[src/rtl/decode_scoreboard_pkg.sv]
// Shared defaults and helpers for the register-write scoreboard.
package decode_scoreboard_pkg;

  localparam int unsigned IN_W_DEF      = 5;
  localparam int unsigned CNT_W_DEF     = 2;
  localparam bit          ZERO_LOCK_DEF = 1'b1;

  function automatic int unsigned out_n(input int unsigned in_w);
    return 32'd1 << in_w;
  endfunction

  typedef enum logic [1:0] {
    CNT_HOLD,
    CNT_INC,
    CNT_DEC,
    CNT_ZERO
  } cnt_op_e;

endpackage

[src/rtl/decode_scoreboard_decoder_onehot.sv]
// Binary index to one-hot vector; every output bit is driven.
module decoder_onehot
  import decode_scoreboard_pkg::*;
#(
  parameter int unsigned IN_W = IN_W_DEF
) (
  input  logic [IN_W-1:0]      idx,
  output logic [2**IN_W-1:0]   onehot
);

  always_comb begin
    onehot      = '0;
    onehot[idx] = 1'b1;
  end

endmodule

[src/rtl/decode_scoreboard.sv]
// Per-register outstanding-write counters with set/clear/flush and busy lookup.
module decode_scoreboard
  import decode_scoreboard_pkg::*;
#(
  parameter int unsigned IN_W      = IN_W_DEF,
  parameter int unsigned CNT_W     = CNT_W_DEF,
  parameter bit          ZERO_LOCK = ZERO_LOCK_DEF
) (
  input  logic                     clk,
  input  logic                     reset,
  input  logic                     set_valid,
  input  logic [IN_W-1:0]          set_idx,
  output logic                     set_ready,
  input  logic                     clr_valid,
  input  logic [IN_W-1:0]          clr_idx,
  input  logic                     flush,
  input  logic [IN_W-1:0]          rs_idx,
  input  logic [IN_W-1:0]          rt_idx,
  output logic                     rs_busy,
  output logic                     rt_busy,
  output logic [out_n(IN_W)-1:0]   busy_vec,
  output logic                     err_underflow
);

  localparam int unsigned OUT_N = out_n(IN_W);

  logic [OUT_N-1:0] set_hot;
  logic [OUT_N-1:0] clr_hot;
  logic [OUT_N-1:0] full_vec;
  logic [OUT_N-1:0] uf_vec;

  decoder_onehot #(.IN_W(IN_W)) u_set_dec (.idx(set_idx), .onehot(set_hot));
  decoder_onehot #(.IN_W(IN_W)) u_clr_dec (.idx(clr_idx), .onehot(clr_hot));

  // Readiness comes only from stored counts, so clears never gate sets.
  assign set_ready = ~full_vec[set_idx];
  assign rs_busy   = busy_vec[rs_idx];
  assign rt_busy   = busy_vec[rt_idx];

  for (genvar i = 0; i < OUT_N; i++) begin : g_entry
    if (ZERO_LOCK && i == 0) begin : g_lock
      logic unused_hot;
      assign unused_hot  = set_hot[i] ^ clr_hot[i];
      assign busy_vec[i] = 1'b0;
      assign full_vec[i] = 1'b0;
      assign uf_vec[i]   = 1'b0;
    end else begin : g_cnt
      logic [CNT_W-1:0] cnt;
      cnt_op_e          op;
      logic             set_acc;
      logic             clr_req;

      assign set_acc = set_valid & set_ready & set_hot[i];
      assign clr_req = clr_valid & clr_hot[i];

      // A matched set+clear cancels; an accepted set implies cnt < max.
      always_comb begin
        op = CNT_HOLD;
        if (reset || flush)                            op = CNT_ZERO;
        else if (set_acc && !clr_req)                  op = CNT_INC;
        else if (clr_req && !set_acc && cnt != '0)     op = CNT_DEC;
      end

      always_ff @(posedge clk) begin
        unique case (op)
          CNT_ZERO: cnt <= '0;
          CNT_INC:  cnt <= cnt + 1'b1;
          CNT_DEC:  cnt <= cnt - 1'b1;
          default:  cnt <= cnt;
        endcase
      end

      assign uf_vec[i]   = ~flush & clr_req & ~set_acc & (cnt == '0);
      assign busy_vec[i] = |cnt;
      assign full_vec[i] = &cnt;
    end
  end

  always_ff @(posedge clk) begin
    if (reset)        err_underflow <= 1'b0;
    else if (|uf_vec) err_underflow <= 1'b1;
  end

endmodule
[config.mk]
export PLATFORM = sky130hd
export DESIGN_NAME = decode_scoreboard
export DESIGN_NICKNAME = d
export VERILOG_FILES = /design/src/rtl/decode_scoreboard_pkg.sv /design/src/rtl/decode_scoreboard_decoder_onehot.sv /design/src/rtl/decode_scoreboard.sv
export SDC_FILE = /design/constraint.sdc
export NUM_CORES = 1
export LEC_CHECK = 0
export BUFFER_PORTS_ARGS = -buffer_cell sky130_fd_sc_hd__buf_4
export CORE_UTILIZATION = 61
export CTS_BUF_LIST = sky130_fd_sc_hd__clkbuf_16
export CTS_CLUSTER_DIAMETER = 80
export DETAILED_ROUTE_END_ITERATION = 12
export HOLD_SLACK_MARGIN = 0.03
export PLACE_DENSITY = 0.93
export SLEW_MARGIN = 15
export SYNTH_ARGS = -nofsm -noshare
export SYNTH_HDL_FRONTEND = slang
export SYNTH_HIERARCHICAL = 1
export SYNTH_SLANG_ARGS = --single-unit
[constraint.sdc]
create_clock -name clk -period 3.6 [get_ports clk]
set_input_delay 0.18 -clock clk [delete_from_list [all_inputs] [get_ports clk]]
set_output_delay 0.18 -clock clk [all_outputs]
set_load 0.05 [all_outputs]
==> impl_metrics.toml, run 1 <==
[status]
outcome = "complete, no violations"

[timing]
max_freq_mhz = 297
setup_violations = 0
final.setup_skew_ns = 0.00635
min_period_ns = 3.36
worst_slew_slack_as_a_fraction_of_its_limit = 0.228
layout_worst_path_cycle_share = 0.934
finalHoldViolCount = 0
fin_setup_tns_ns = 0
worst_slack_ns = 0.237
worstMarginPinSlew_ns = 1.16
finalHoldWorstSlack_ns = 0.0636
report.final.slew_viol_count = 0
grt_setup_unrepaired = "false"

[worst_setup_path]
critical_path.endpoint_type = "flip-flop"
ff2ff_setup_slack_ns = 0.24
cp-start-kind = "flip-flop"
timing.critical_path.arrival_ns = 3.53
worst-path-max-fanout = 36
worstSetupPathType = "reg -> reg"
cp_data_required_time_ns = 3.77

[clock_network]
htreeDepth = 3
cts-buffers-inserted = 9
cts_tree = "done"
holdBufCountCts = 0
clock_path_buffers = 2
clkLatencyLatePin_ns = 0.34
clock_tree.root_cell = "sky130_fd_sc_hd__clkbuf_16"
cts.sink_count = 63
cts_repair_resize_count = 0
post_cts.repair.setup_buffers = 0
clk_pin_slew_worst_paths_ns = 0.06

[floorplan]
floorplan.io_pins = 61
floorplan.initialDensity = 0.640
rows = 36
dieHeight_um = 104
chip_width_um = 104
core_area_um2 = 9950
fp.dieArea_um2 = 10900

[global_route]
first_global_vias = 5777
use_met2 = 0.573
grt_pass1_wl_mm = 29.4
gr-total-overflow = 0
grt_use_total = 0.353
globalRouteMet1Util = 0.449
groute.layer.met3.usage = 0.0677
grt_max_degree = 56
gr-max-usage-layer = "met2"
antenna_found_initial = 0

[drt]
ant_nets = 0
detailroute.via_count = 6016
drc_violations_left = 0
route.detailed.wl_per_inst_um = 20.0
route.final.wire_length_mm = 18.7
routed_via_density = 6.42
initialDrtViolationCount = 656
drt_pre_antenna_iters = 6

[placement]
detailed_place.area_um2 = 6860
numPortBuffers = 59
pre_cts_ws_ns = 0.398
numPlacedInstances = 921
dpl_wire_length_mm = 13.9
gpl.final_weighted_congestion = 0.974

[synth]
post_synth_instance_area_um2 = 6370
synth_warnings = 6
syn-num-nets = 847
synthesis.area_per_instance_um2 = 8.38
synthesized_instance_count = 760

[run]
maxCapViolCount = 0

[cells_and_area]
finalNetCount = 886
layout.cell_area.non_filler_um2 = 7170
insertedDiodeCount = 0
layout-area-overhead-vs-synth_pct = 12.5
fraction_of_final_layout_cells_sized_beyond_drive_strength_1 = 0.124
fin_cells = 937

[pwr]
p_leak_nw = 3.33
power.ir.vdd_worst_uv = 286
power-per-cell-area_nw_per_um2 = 486

[hold_path]
hold_class = "in -> reg"
worst paths after layout:
| check | start | endpoint | depth (start not counted) |
|---|---|---|---|
| worst min register to register | g_entry[13].g_cnt.cnt[0] | g_entry[13].g_cnt.cnt[0] | 1 |
| worst max register to register | g_entry[3].g_cnt.cnt[0] | err_underflow | 10 |
| worst min-delay path | reset | err_underflow | 2 |
| worst max-delay path | g_entry[3].g_cnt.cnt[0] | err_underflow | 10 |
registers in the layout (all words and copies together) (netlist names):
register and flops:
err_underflow 1, g_entry.g_cnt.cnt 62
where the power goes:
part           internal, W  total, W  switching, W
logic             0.000508   0.00146      0.000951
registers         0.000965   0.00110      0.000138
clock network     0.000595  0.000918      0.000323
critical path, cell delays in order (launching register included):
cell,delay (ns)
sky130_fd_sc_hd__edfxtp_1,0.45
sky130_fd_sc_hd__and3_1,0.20
sky130_fd_sc_hd__nor4_1,0.51
sky130_fd_sc_hd__o311ai_1,0.25
sky130_fd_sc_hd__o32ai_4,0.25
sky130_fd_sc_hd__buf_12,0.24
sky130_fd_sc_hd__a211oi_1,0.12
sky130_fd_sc_hd__nor4_1,0.37
sky130_fd_sc_hd__nand4_1,0.17
sky130_fd_sc_hd__a2111oi_2,0.48
sky130_fd_sc_hd__o22ai_1,0.16
area by class of cell:
| cell class | count | area (um2) |
|---|---|---|
| clock buffers | 9 | 225 |
| clock inverters | 7 | 80.1 |
| fillers | 760 | 2790 |
| inverters | 96 | 360 |
| multi-input cells | 568 | 3980 |
| flip-flops and latches | 63 | 1880 |
| well taps | 133 | 166 |
| repair buffers | 61 | 470 |
cell usage in the layout, fill, tap and decap left out, drive strengths merged, types with 5 or more instances in the layout:
| master | count |
|---|---|
| nand4 | 8 |
| nand2b | 5 |
| a21oi | 16 |
| xor2 | 31 |
| nor2 | 169 |
| mux4 | 21 |
| o22ai | 7 |
| a21o | 13 |
| inv | 98 |
| xnor2 | 31 |
| a41o | 17 |
| clkbuf | 9 |
| o21ai | 11 |
| edfxtp | 62 |
| buf | 61 |
| nand2 | 80 |
| or3b | 6 |
| nand3b | 6 |
| a31oi | 27 |
| ha | 62 |
| nand3 | 8 |
per-layer routing:
layer  vias up  wire (um)
met5         -          0
met4         0        823
met3        84       2110
met2       429       8740
met1      2810       7040
li1       2693          -
through the flow:
stage,power (W),util
6_report,0.00348,0.720
5_1_grt,0.00361,0.720
4_1_cts,0.00345,0.720
3_5_place_dp,0.00254,0.689
3_3_place_gp,0.00249,0.689
2_1_floorplan,0.00211,-
(Power assumes the default switching activity.)
==> run 2, diff against run 1 <==
- ABC_AREA: default -> 1
- CORE_UTILIZATION: 61 -> 62
- PLACE_DENSITY: 0.93 -> 0.94
==> run 2 against run 1 <==
Sequential power decreased by 5%. Highest routed layer unchanged. Power down 13%. Global-route usage decreased by 0.32 points. Via count grew 16%. Design area rose by 2.1%. Clock power fell by 18%. Synthesized cell count rose by 31%. Maximum frequency up 12%. Critical path depth is 4 higher. Non-clock buffer count is 1 lower. Largest cell class unchanged. Final cell count increased by 25%.
==> impl_metrics.toml, run 2 <==
[placement]
numPortBuffers = 59
gpl.final_weighted_congestion = 1.01
dpl_wire_length_mm = 14.3

[worst_setup_path]
worst-path-max-fanout = 32
worstSetupPathType = "reg -> reg"
cp_data_required_time_ns = 3.78
critical_path.endpoint_type = "flip-flop"
worst-path-stages = 14
worstPathCellList = "nand2_1 > nand2_1 > nand3_1 > nand3_1 > nand3_1 > nand3_1 > nand2_2 > nand3_1 > o21ai_0 > inv_1 > ha_1 > xnor2_1 > or2_2 > a21oi_1"
r2r.worst_path.cells = 14
cp-start-kind = "flip-flop"
timing.critical_path.arrival_ns = 3.18
cpPeakStageDelay_ns = 0.47
slowest_stage = "sky130_fd_sc_hd__nand2_2"
cp.buffers_inverters = 1
cp_delay_by_family_top = "simple AND/OR/NAND/NOR gates"
critPathMostFrequentCell = "sky130_fd_sc_hd__nand3_1"
ff2ff_setup_slack_ns = 0.61

[clock_network]
post_cts.repair.setup_buffers = 0
holdBufCountCts = 0
cts_tree = "done"
clock_path_buffers = 2
cts-buffers-inserted = 9
cts_repair_resize_count = 0
htreeDepth = 3
cts.sink_count = 63
clk_pin_slew_worst_paths_ns = 0.05
clkLatencyLatePin_ns = 0.34
clock_tree.root_cell = "sky130_fd_sc_hd__clkbuf_16"

[status]
outcome = "complete, no violations"

[synth]
post_synth_instance_area_um2 = 6620
synth_warnings = 6
syn-num-nets = 1079
synthesis.area_per_instance_um2 = 6.67
synthesized_instance_count = 992

[global_route]
grt_pass1_wl_mm = 30.3
grt_use_total = 0.350
antenna_found_initial = 0
gr-total-overflow = 0
first_global_vias = 6541
grt_max_degree = 33

[pwr]
cell_internal_pwr_w = 0.00174
clockPowerShare = 0.251
power.ir.vdd_worst_uv = 376
p_leak_nw = 3.74
total_power_w = 0.00302
power-per-cell-area_nw_per_um2 = 412
power.share.sequential = 0.347
power.switching_fraction = 0.423
netSwitchingPower_w = 0.00128
p_comb_frac = 0.402

[cells_and_area]
registers.top_by_ff_count = "g_entry.g_cnt.cnt"
largest_register_ff_count = 62
finalNetCount = 1124
multi_input_area_um2 = 3880
fraction_of_final_layout_cells_sized_beyond_drive_strength_1 = 0.0914
fillerInstances = 896
layout-area-overhead-vs-synth_pct = 10.6
seq_area_um2 = 1880
commonest_non_fill_non_tap_cells_in_the_layout = "sky130_fd_sc_hd__inv_1 (182), sky130_fd_sc_hd__nand2_1 (181), sky130_fd_sc_hd__nor2_1 (153)"
insertedDiodeCount = 0
layout_commonest_cell = "sky130_fd_sc_hd__inv_1"
reg_top3 = "g_entry.g_cnt.cnt: 62 flops, err_underflow: 1 flops"

[floorplan]
core_area_um2 = 10300
floorplan.initialDensity = 0.641
dieHeight_um = 105
floorplan.io_pins = 61
fp.dieArea_um2 = 11100
rows = 37
chip_width_um = 105

[hold_path]
hold_class = "in -> reg"
hold_path_depth = 2

[drt]
drc_violations_left = 0
detailroute.via_count = 6985
drt_pre_antenna_iters = 9
route.detailed.wl_per_inst_um = 16.2
routed_via_density = 5.94
initialDrtViolationCount = 795
ant_nets = 0
route.final.wire_length_mm = 19.0

[timing]
finalHoldViolCount = 0
grt_setup_unrepaired = "false"
min_period_ns = 2.99
final.setup_skew_ns = 0.00654
worst_slew_slack_as_a_fraction_of_its_limit = 0.238
report.final.slew_viol_count = 0
setup_violations = 0
fin_setup_tns_ns = 0
layout_worst_path_cycle_share = 0.831
max_freq_mhz = 334
worstMarginPinSlew_ns = 1.14

[run]
maxCapViolCount = 0
## run 2: area by class of cell
cell class | count | share of cell area
well taps | 136 | 0.0233
clock inverters | 4 | 0.00222
repair buffers | 60 | 0.0615
clock buffers | 9 | 0.0308
inverters | 184 | 0.0944
flip-flops and latches | 63 | 0.257
multi-input cells | 719 | 0.531
## run 2: per-layer routing
layer	track usage	wire, um	up-vias
met5	0	0	-
met3	0.0705	2270	92
met4	0.227	1050	0
li1	-	-	3311
met1	0.431	7200	3144
met2	0.558	8460	438
## run 2: final timing paths
| check | start | endpoint |
|---|---|---|
| setup / recovery | g_entry[7].g_cnt.cnt[0] | g_entry[4].g_cnt.cnt[1] |
| setup reg to reg | g_entry[7].g_cnt.cnt[0] | g_entry[4].g_cnt.cnt[1] |
| hold reg to reg | g_entry[19].g_cnt.cnt[0] | g_entry[19].g_cnt.cnt[0] |
| hold / removal | reset | err_underflow |
## run 2: worst register-to-register path: cells and delay by family, from the launching register on
kind | cells | cell delay, ns
flip-flops | 1 | 0.46
AND/OR/NAND/NOR | 9 | 1.59
adder cells (fa/ha/maj) | 1 | 0.21
buffers and inverters | 1 | 0.10
AO/OA/AOI/OAI | 2 | 0.37
XOR/XNOR | 1 | 0.13
## run 2: through the flow
step | hold WS, ns | setup slack [ns] | util | cell area (um2) | cells
final | 0.0502 | 0.610 | 0.709 | 7320 | 1175
after detailed placement | 0.385 | 0.540 | 0.685 | 7080 | 1162
after CTS | 0.0390 | 0.683 | 0.709 | 7320 | 1175
after global routing | 0.0579 | 0.401 | 0.709 | 7320 | 1175
after global placement | 0.386 | 0.629 | 0.685 | 7080 | 1162
after floorplan | 0.249 | 1.27 | - | 6620 | 992
## run 2: power groups by stage
stage	registers, W	logic, W	clock network, W
5_1_grt	0.00106	0.00129	0.000775
6_report	0.00105	0.00121	0.000757
3_3_place_gp	0.00105	0.00116	0
3_5_place_dp	0.00106	0.00118	0
4_1_cts	0.00105	0.00119	0.000756
2_1_floorplan	0.00104	0.000844	0
